$ cat config.mk
export PLATFORM = sky130hd
export DESIGN_NAME = mult_arbiter
export DESIGN_NICKNAME = d
export VERILOG_FILES = /design/src/rtl/mult_arbiter.sv
export SDC_FILE = /design/constraint.sdc
export NUM_CORES = 1
export LEC_CHECK = 0
export CAP_MARGIN = 5
export CELL_PAD_IN_SITES_DETAIL_PLACEMENT = 2
export CELL_PAD_IN_SITES_GLOBAL_PLACEMENT = 2
export CORE_ASPECT_RATIO = 0.7
export CORE_MARGIN = 2
export CORE_UTILIZATION = 26
export DETAILED_ROUTE_END_ITERATION = 12
export PLACE_DENSITY = 0.92
export SLEW_MARGIN = 10
export SYNTH_ARGS = -nofsm -noshare
export SYNTH_HDL_FRONTEND = slang
export SYNTH_SLANG_ARGS = --single-unit
export TNS_END_PERCENT = 50
$ cat constraint.sdc
create_clock -name clk -period 3.8 [get_ports clk]
set_input_delay 0.76 -clock clk [delete_from_list [all_inputs] [get_ports clk]]
set_output_delay 0.76 -clock clk [all_outputs]
set_load 0.02 [all_outputs]
$ cat src/rtl/mult_arbiter.sv
// Round-robin arbiter/sequencer sharing one signed multiplier between two requesters; MULT_ARB_ZERO_BYPASS_EN enables the zero-operand bypass.
// Accept-to-response LAT+2 cycles (1 on bypass); ready only in IDLE, response strobe cannot be stalled.
module mult_arbiter #(
    parameter int WIDTH = 5,
    parameter int LAT   = 2
) (
    input  logic                 clk,
    input  logic                 rst,
    input  logic                 req0_valid,
    output logic                 req0_ready,
    input  logic [WIDTH-1:0]     req0_a,
    input  logic [WIDTH-1:0]     req0_b,
    input  logic                 req1_valid,
    output logic                 req1_ready,
    input  logic [WIDTH-1:0]     req1_a,
    input  logic [WIDTH-1:0]     req1_b,
    output logic                 resp0_valid,
    output logic [2*WIDTH-1:0]   resp0_p,
    output logic                 resp1_valid,
    output logic [2*WIDTH-1:0]   resp1_p,
    output logic [WIDTH-1:0]     mul_mcand,
    output logic [WIDTH-1:0]     mul_mplier,
    output logic                 mul_start,
    input  logic [2*WIDTH-1:0]   mul_product
);

    localparam int CW = (LAT > 1) ? $clog2(LAT) : 1;

    typedef enum logic [1:0] {IDLE, ISSUE, WAIT, DONE} state_t;

    state_t             state_q, state_d;
    logic [CW-1:0]      cnt_q, cnt_d;
    logic               last_grant_q, last_grant_d;
    logic               tag_q, tag_d;
    logic [WIDTH-1:0]   mcand_q, mcand_d;
    logic [WIDTH-1:0]   mplier_q, mplier_d;
    logic [2*WIDTH-1:0] p0_q, p0_d;
    logic [2*WIDTH-1:0] p1_q, p1_d;

    logic               grant;
    logic               accept;
    logic [WIDTH-1:0]   sel_a;
    logic [WIDTH-1:0]   sel_b;
    logic               zero_op;

    // A lone requester wins outright; on a tie the one not served last wins.
    assign grant  = (req0_valid && req1_valid) ? ~last_grant_q : req1_valid;
    assign accept = !rst && (state_q == IDLE) && (req0_valid || req1_valid);
    assign sel_a  = grant ? req1_a : req0_a;
    assign sel_b  = grant ? req1_b : req0_b;

`ifdef MULT_ARB_ZERO_BYPASS_EN
    assign zero_op = (sel_a == '0) || (sel_b == '0);
`else
    assign zero_op = 1'b0;
`endif

    always_comb begin
        state_d      = state_q;
        cnt_d        = cnt_q;
        last_grant_d = last_grant_q;
        tag_d        = tag_q;
        mcand_d      = mcand_q;
        mplier_d     = mplier_q;
        p0_d         = p0_q;
        p1_d         = p1_q;
        case (state_q)
            IDLE: begin
                if (accept) begin
                    mcand_d      = sel_a;
                    mplier_d     = sel_b;
                    tag_d        = grant;
                    last_grant_d = grant;
                    if (zero_op) begin
                        state_d = DONE;
                        if (grant) p1_d = '0;
                        else       p0_d = '0;
                    end else begin
                        state_d = ISSUE;
                    end
                end
            end
            ISSUE: begin
                cnt_d   = CW'(LAT - 1);
                state_d = WAIT;
            end
            WAIT: begin
                if (cnt_q == '0) begin
                    if (tag_q) p1_d = mul_product;
                    else       p0_d = mul_product;
                    state_d = DONE;
                end else begin
                    cnt_d = cnt_q - CW'(1);
                end
            end
            DONE: begin
                state_d = IDLE;
            end
            default: begin
                state_d = IDLE;
            end
        endcase
    end

    always_ff @(posedge clk) begin
        if (rst) begin
            state_q      <= IDLE;
            cnt_q        <= '0;
            last_grant_q <= 1'b1;
            tag_q        <= 1'b0;
            mcand_q      <= '0;
            mplier_q     <= '0;
            p0_q         <= '0;
            p1_q         <= '0;
        end else begin
            state_q      <= state_d;
            cnt_q        <= cnt_d;
            last_grant_q <= last_grant_d;
            tag_q        <= tag_d;
            mcand_q      <= mcand_d;
            mplier_q     <= mplier_d;
            p0_q         <= p0_d;
            p1_q         <= p1_d;
        end
    end

    // Strobes are gated by rst so they read zero for the whole reset interval.
    assign req0_ready  = accept && !grant;
    assign req1_ready  = accept && grant;
    assign mul_start   = !rst && (state_q == ISSUE);
    assign resp0_valid = !rst && (state_q == DONE) && !tag_q;
    assign resp1_valid = !rst && (state_q == DONE) && tag_q;
    assign resp0_p     = p0_q;
    assign resp1_p     = p1_q;
    assign mul_mcand   = mcand_q;
    assign mul_mplier  = mplier_q;

endmodule

Word level (Yosys, flattened, before mapping)
Cells that the tools add are included.

operators by class
  add/sub/neg operators = 1
  equality and inequality tests = 5
  multiplexer cells = 8
  bitwise operators = 3
  reduce and logical (&&, ||, !) cells = 19

operators with widths
  cell                                                 count
  2-to-1 mux 5 bit                                     2
  logical AND 1 bit                                    9
  case mux 2 bit (4 select lines)                      1
  AND reduction 3 bit                                  2
  equality test 2 bit, second input constant           2
  2-to-1 mux 2 bit                                     2
  inequality test 2 bit, second input constant         2
  AND reduction 2 bit                                  2
  zero test 1 bit                                      3
  inverter 1 bit                                       3
  equality test 2 x 1 -> 1 bit, second input constant  1
  zero test 2 bit                                      1
  2-to-1 mux 1 bit                                     2
  case mux 1 bit (2 select lines)                      1
  nonzero test 2 bit                                   1
  logical OR 1 bit                                     1
  subtractor 1 bit, second input constant              1

storage, ports and cells
  register bits = 35
  input port bits = 34
  output and inout bits = 35
  word-level logic and storage cells = 44

Depth between registers and ports, before layout
Gate-level depths: netlist of run 1.

  word-level depth = 5
  gate-level depth with buffers = 6
  gate-level depth less buffers = 5

Worst setup path after synthesis of run 1
Ideal clock, no wire load.

  kind = in2out
  from = input rst
  to = output resp0_valid
  data arrival time = 1437 ps
  data required time = 3040 ps
  setup slack = 1603 ps
  cell stages on the path = 2
  path buffers = 1
  cells stage by stage = buf_2 nor3b_1

between the ends
  cells in the longest elaborated chain, start to end = 3

RTL lines
  element                         RTL line  source
  from (decl)                     8         input logic rst,
  zero test 1 bit                 131       assign resp0_valid = !rst && (state_q == DONE) && !tag_q;
  logical AND 1 bit (2 in a row)  131
  to (decl)                       17        output logic resp0_valid,

Every way passes these cells.

Final worst setup path of run 1
  from = input rst
  to = output resp1_valid

between the ends
  cells in the longest elaborated chain, start to end = 3

RTL lines
  element                         RTL line  source
  zero test 1 bit                 132       assign resp1_valid = !rst && (state_q == DONE) && tag_q;
  logical AND 1 bit (2 in a row)  132
  to (decl)                       19        output logic resp1_valid,

Every way passes these cells.

==> run metrics, run 1 <==
Die X-Extent=around 97 um; crit-path max FO=29; die outline height=between 60 and 70 um; area added between synthesis and finish=53.7%; total wirelength of the detailed-routed design=around 5.0 mm; Yosys cell types=30; type of the most critical hold path=reg -> reg; wire length of the first global-routing pass=approximately 8 mm; Post-Synthesis Mean Instance Area=~9.8 sq um; hold path cells=2; source-to-sink clock delay at the later pin of the worst-skew pair=280 ps; Max Cap Violations=0; global placer's final weighted congestion=0.692; overflow left after global routing=0; final design area excluding fillers=around 2400 sq um; library cell used as clock root buffer=clkbuf_8; share of synthesized area occupied by flip-flops and latches=0.446; TritonCTS clock tree=yes; number of diodes added for antenna fixing=0; Post-Synthesis Cells=around 160; post-route setup TNS=0 ps; kind of critical path=in -> out; min Tclk post-route=3050 ps; Mapped Area=about 1600 sq um; Final Hold Viols=0; standard cell core area=between 5000 and 6000 sq um; detailed-route vias per instance=4.93; total placed instance area=2300 sq um; Resized Gates After CTS=0; slack of the worst reg-to-reg path=1670 ps; H-tree depth reported by CTS=2; outcome=completed; via count=1500; depth of the most critical reg-to-reg path=5; final worst-path cycle share=0.803; DIE AREA=roughly 6700 sq um; number of iterations in the first detailed-routing pass=4; worst reg2reg endpoint=resp0_p[3]; residual antenna-violating net count after detailed routing=0; Reg clk slew, reported paths=approximately 70 ps; Final Slew Violations=0; num ports=between 60 and 70; half-perimeter wire length after placement=around 3.8 mm; Tightest Pin Transition=roughly 1100 ps; net count of the finished layout=267; hold bufs inserted after CTS=0; final number of setup-violating endpoints=0; total power divided by cell area=approximately 540 nW/um^2; setup clock skew after layout=about 1.4 ps; Peak VDD IR=between 0.0002 and 0.00025 V; nature of the critical path endpoint=output port; clock net sink count=35; number of remaining DRC errors=0; mean routed wirelength per cell=16.4 um; worst endpoint data arrival time=between 2000 and 2500 ps; start of the worst register-to-register path=state_q[0]; initial antenna violation count=0; leading cell types in the layout, fill and taps excluded=clkdlybuf4s50_1, dfxtp_1, nor2_1; Core Rows=23; Mapped Nets=200; Relative slew margins=0.267; worst hold path startpoint=mul_mcand[2]; critical path required time=3040 ps; leakage component of the power=0.919 nW; effective utilization at floorplan=0.272; worst-case clock buffer depth=2; number of storage elements in the synthesis netlist=35; number of setup buffers added after CTS=0; count of routing violations after the opening detailed-route iteration=29; TritonCTS buffer count=5; critical path launch point type=primary input; Synthesis Warnings=0; worst min-delay path endpoint=mul_mcand[2]; proportion of layout cells with a drive suffix above 1=0.0786; overall track demand over capacity in global routing=0.152; maximum number of pins on one net before global-route repair=30; most common library cell in the layout ignoring fill and taps=clkdlybuf4s50_1; number of I/O port buffers=68; via count of the first global-routing pass=~1600; achievable frequency=around 0.33 GHz; RSZ-0062 raised after global routing=false
per-stage QoR:
step	worst slack, ps	cells	power, mW	hold WS [ps]	utilization
after floorplan	1600	161	0.773	484	-
after global placement	739	296	0.943	478	0.397
after detailed placement	731	296	0.971	487	0.397
after CTS	725	304	1.32	498	0.417
after global routing	662	304	1.38	529	0.417
final	750	304	1.30	494	0.417
power by group:
part           internal [mW]  leakage, nW  switching, mW  total, mW
clock                  0.212       0.0612          0.129      0.341
combinational          0.223        0.574          0.265      0.488
sequential             0.424        0.285         0.0425      0.466
total                  0.859        0.919          0.437       1.30
per-layer routing:
metal | vias up | GRT usage | share of wire
met5 | - | 0 | 0
met4 | 0 | 0.0391 | 0.010
met3 | 4 | 0.0396 | 0.042
met2 | 42 | 0.259 | 0.51
met1 | 745 | 0.193 | 0.44
li1 | 709 | - | -
cell families after synthesis:
family / Yosys count / synth area share
AO/OA/AOI/OAI: 27 / 0.110
AND/OR/NAND/NOR: 59 / 0.216
multiplexers: 21 / 0.134
adder cells (fa/ha/maj): 5 / 0.0398
buffers and inverters: 14 / 0.0549
flip-flops: 35 / 0.446
sequential cells by signal, summed over array words and instances, names as in the netlist:
signal,cells
cnt_q,1
last_grant_q,1
mul_mcand,5
mul_mplier,5
resp0_p,10
resp1_p,10
state_q,2
tag_q,1
Yosys cell counts, drive strengths merged:
cell | number | area [sq um]
nor3 | 1 | 5.00
o21ai | 10 | 50.0
mux2i | 21 | 210
nor3b | 2 | 20.0
nand3 | 10 | 55.1
nand2b | 4 | 25.0
and3b | 2 | 17.5
o21bai | 1 | 7.51
buf | 8 | 53.8
ha | 5 | 62.6
and2 | 2 | 15.0
nand3b | 1 | 7.51
a32oi | 1 | 8.76
clkbuf | 4 | 25.0
a221o | 1 | 11.3
nor2 | 23 | 86.3
a211oi | 3 | 22.5
nor2b | 2 | 12.5
a31oi | 10 | 62.6
nand2 | 2 | 7.51
a22o | 1 | 10.0
inv | 2 | 7.51
nand4b | 10 | 87.6
dfxtp | 35 | 701
cell type report:
| type | count | area [sq um] |
|---|---|---|
| Clock buffer | 6 | 82.6 |
| Multi-Input combinational cell | 112 | 785 |
| Clock inverter | 2 | 35.0 |
| Timing Repair Buffer | 72 | 711 |
| Sequential cell | 35 | 701 |
| Tap cell | 75 | 93.8 |
| Inverter | 2 | 7.51 |
| Fill cell | 632 | 3370 |
worst max-delay path by stage:
stage,to,cells past startpoint,slack (ps),start
finish,resp1_valid,4,750,rst
global route,resp1_valid,4,660,rst
CTS,resp1_valid,4,730,rst
detailed placement,resp1_valid,4,730,rst
global placement,req0_ready,4,740,rst
floorplan,resp0_valid,2,1600,rst
worst max-delay path: stages:
cell             delay [ps]
clkdlybuf4s50_1         480
buf_4                   290
and3b_1                 220
clkdlybuf4s50_1         530
Note: power is estimated with default switching activity, not from simulation.
==> run 2, diff against run 1 <==
Settings changed: CORE_UTILIZATION 26 to 24, PLACE_DENSITY 0.92 to 0.86.
Clock period 3.8 ns to 3.07 ns, I/O delays scaled along.
==> run metrics, run 2 (synthesis results as in run 1) <==
hold bufs inserted after CTS=0 (unchanged); count of routing violations after the opening detailed-route iteration=19 (-34%); Resized Gates After CTS=0 (unchanged); P_sw=531 uW (+22%); slowest stage cell on the critical path=clkdlybuf4s50_1; leakage component of the power=0.906 nW (-1.5%); source-to-sink clock delay at the later pin of the worst-skew pair=280 ps (about the same); most common library cell in the layout ignoring fill and taps=clkdlybuf4s50_1; library cell used as clock root buffer=clkbuf_8; post-route setup TNS=0 ps (unchanged); fraction of power consumed by combinational cells=0.401 (+0.024); final number of setup-violating endpoints=0 (unchanged); mean routed wirelength per cell=15.8 um (-3.4%); kind of cell adding the most delay to the critical path=buffers and inverters; overflow left after global routing=0 (unchanged); share of the core filled with cells=0.380 (-0.0375); Final Slew Violations=0 (unchanged); worst endpoint data arrival time=2140 ps (-150 ps); proportion of layout cells with a drive suffix above 1=0.0783 (-0.000342); worst hold slack across all endpoints=492 ps (-2.23 ps); worst-case clock buffer depth=2 (unchanged); Buffers & Inverters on Critical Path=2 (-1); outcome=completed; critical path required time=2460 ps (-580 ps); via count=1470 (-2.0%); RSZ-0062 raised after global routing=false; achievable frequency=between 0.3 and 0.4 GHz; effective utilization at floorplan=0.250 (-0.0213); Die X-Extent=101 um (+3.9%); final design area excluding fillers=2380 sq um (-1.2%); internal portion of total power=962 uW (+12%); Peak VDD IR=0.000240 V (+6.6%); wire length of the first global-routing pass=7.87 mm (-4.5%); worst-path cell chain=clkdlybuf4s50_1 > and3b_1 > and2_2 > clkdlybuf4s50_1; maximum single-stage delay on the critical path=610 ps (+80 ps); number of diodes added for antenna fixing=0 (unchanged); net count of the finished layout=268 (+0.37%); CP dominant cell by count=clkdlybuf4s50_1; DIE AREA=7220 sq um (+7.9%); total power divided by cell area=626 nW/um^2 (+17%); Flop pwr share=0.386 (+0.026); half-perimeter wire length after placement=3.66 mm (-4.5%); Reg clk slew, reported paths=70 ps (about the same); M3 GR Usage=0.0351 (-0.00443); Final Hold Viols=0 (unchanged); initial antenna violation count=0 (unchanged); number of setup buffers added after CTS=0 (unchanged); area added between synthesis and finish=51.8%; detailed-route vias per instance=4.77 (-3.3%); Relative slew margins=0.492 (+0.225); global placer's final weighted congestion=0.729 (+5.3%); residual antenna-violating net count after detailed routing=0 (unchanged); overall track demand over capacity in global routing=0.140 (-0.0130); number of I/O port buffers=68 (unchanged); num ports=69 (unchanged); TritonCTS clock tree=yes; total wirelength of the detailed-routed design=4.87 mm (-2.1%); nature of the critical path endpoint=output port; share of total power in the clock network=0.212 (-0.051); leading cell types in the layout, fill and taps excluded=clkdlybuf4s50_1, dfxtp_1, nor2_1; Max Cap Violations=0 (unchanged); Tightest Pin Transition=759 ps (-336 ps); total placed instance area=2300 sq um (+0.27%); most congested layer reported by global routing=met2; GR met1 Demand/Resource=0.179 (-0.0138); min Tclk post-route=~2800 ps; clock net sink count=35 (unchanged); number of remaining DRC errors=0 (unchanged); final worst-path cycle share=0.896; met2 global-route usage=0.226 (-0.0333); standard cell core area=6280 sq um (+8.5%); H-tree depth reported by CTS=2 (unchanged); maximum number of pins on one net before global-route repair=29 (-3.3%); critical path launch point type=primary input; kind of critical path=in -> out; type of the most critical hold path=reg -> reg; Core Rows=24 (+4.3%); via count of the first global-routing pass=1607 (-0.062%); die outline height=71.7 um (+3.8%); number of iterations in the first detailed-routing pass=5 (+1); number of filler cells placed in the layout=682 (+7.9%); crit-path max FO=6 (-79%); setup clock skew after layout=5.23 ps (+3.84 ps); TritonCTS buffer count=5 (unchanged); switching share of power=0.356 (+0.0189)
run 2: final cells by class:
cell class,count,area [sq um],share of cell area
clock inverters,1,5.00,0.00210
repair buffers,73,713,0.299
well taps,78,97.6,0.0409
multi-input cells,112,785,0.329
flip-flops and latches,35,701,0.294
inverters,2,7.51,0.00315
clock buffers,7,76.3,0.0320
run 2: power by group through the flow:
stage,registers [mW],logic (mW),clock network [mW]
after floorplan,0.628,0.329,0
after global placement,0.583,0.593,0
after detailed placement,0.587,0.608,0
after CTS,0.578,0.610,0.335
after global routing,0.589,0.664,0.363
final,0.577,0.600,0.317
run 2: worst min-delay path: stages (launching register included):
cell and delay, ps:
dfxtp_1 310, o21ai_0 70, a31oi_1 70
run 2: per-stage QoR:
step,cells,total power [mW],worst slack (ps)
floorplan,161,0.957,1170
global placement,300,1.18,329
detailed placement,300,1.19,302
CTS,308,1.52,301
global route,308,1.62,255
finish,308,1.49,320
run 2: layer usage:
layer  wire, um  vias up  part of all wire
li1           -      708                 -
met1       2300      717              0.47
met2       2290       39              0.47
met3        225        6             0.046
met4         59        0             0.012
met5          0        -                 0
run 2: final timing paths:
check / slack [ps] / from / to / depth (start not counted)
worst max-delay path: 320 / req1_valid / req1_ready / 4
worst min-delay path: 490 / mul_mcand[1] / mul_mcand[1] / 2
worst max register to register: 1270 / state_q[0] / resp1_p[8] / 5
worst min register to register: 490 / mul_mcand[1] / mul_mcand[1] / 2
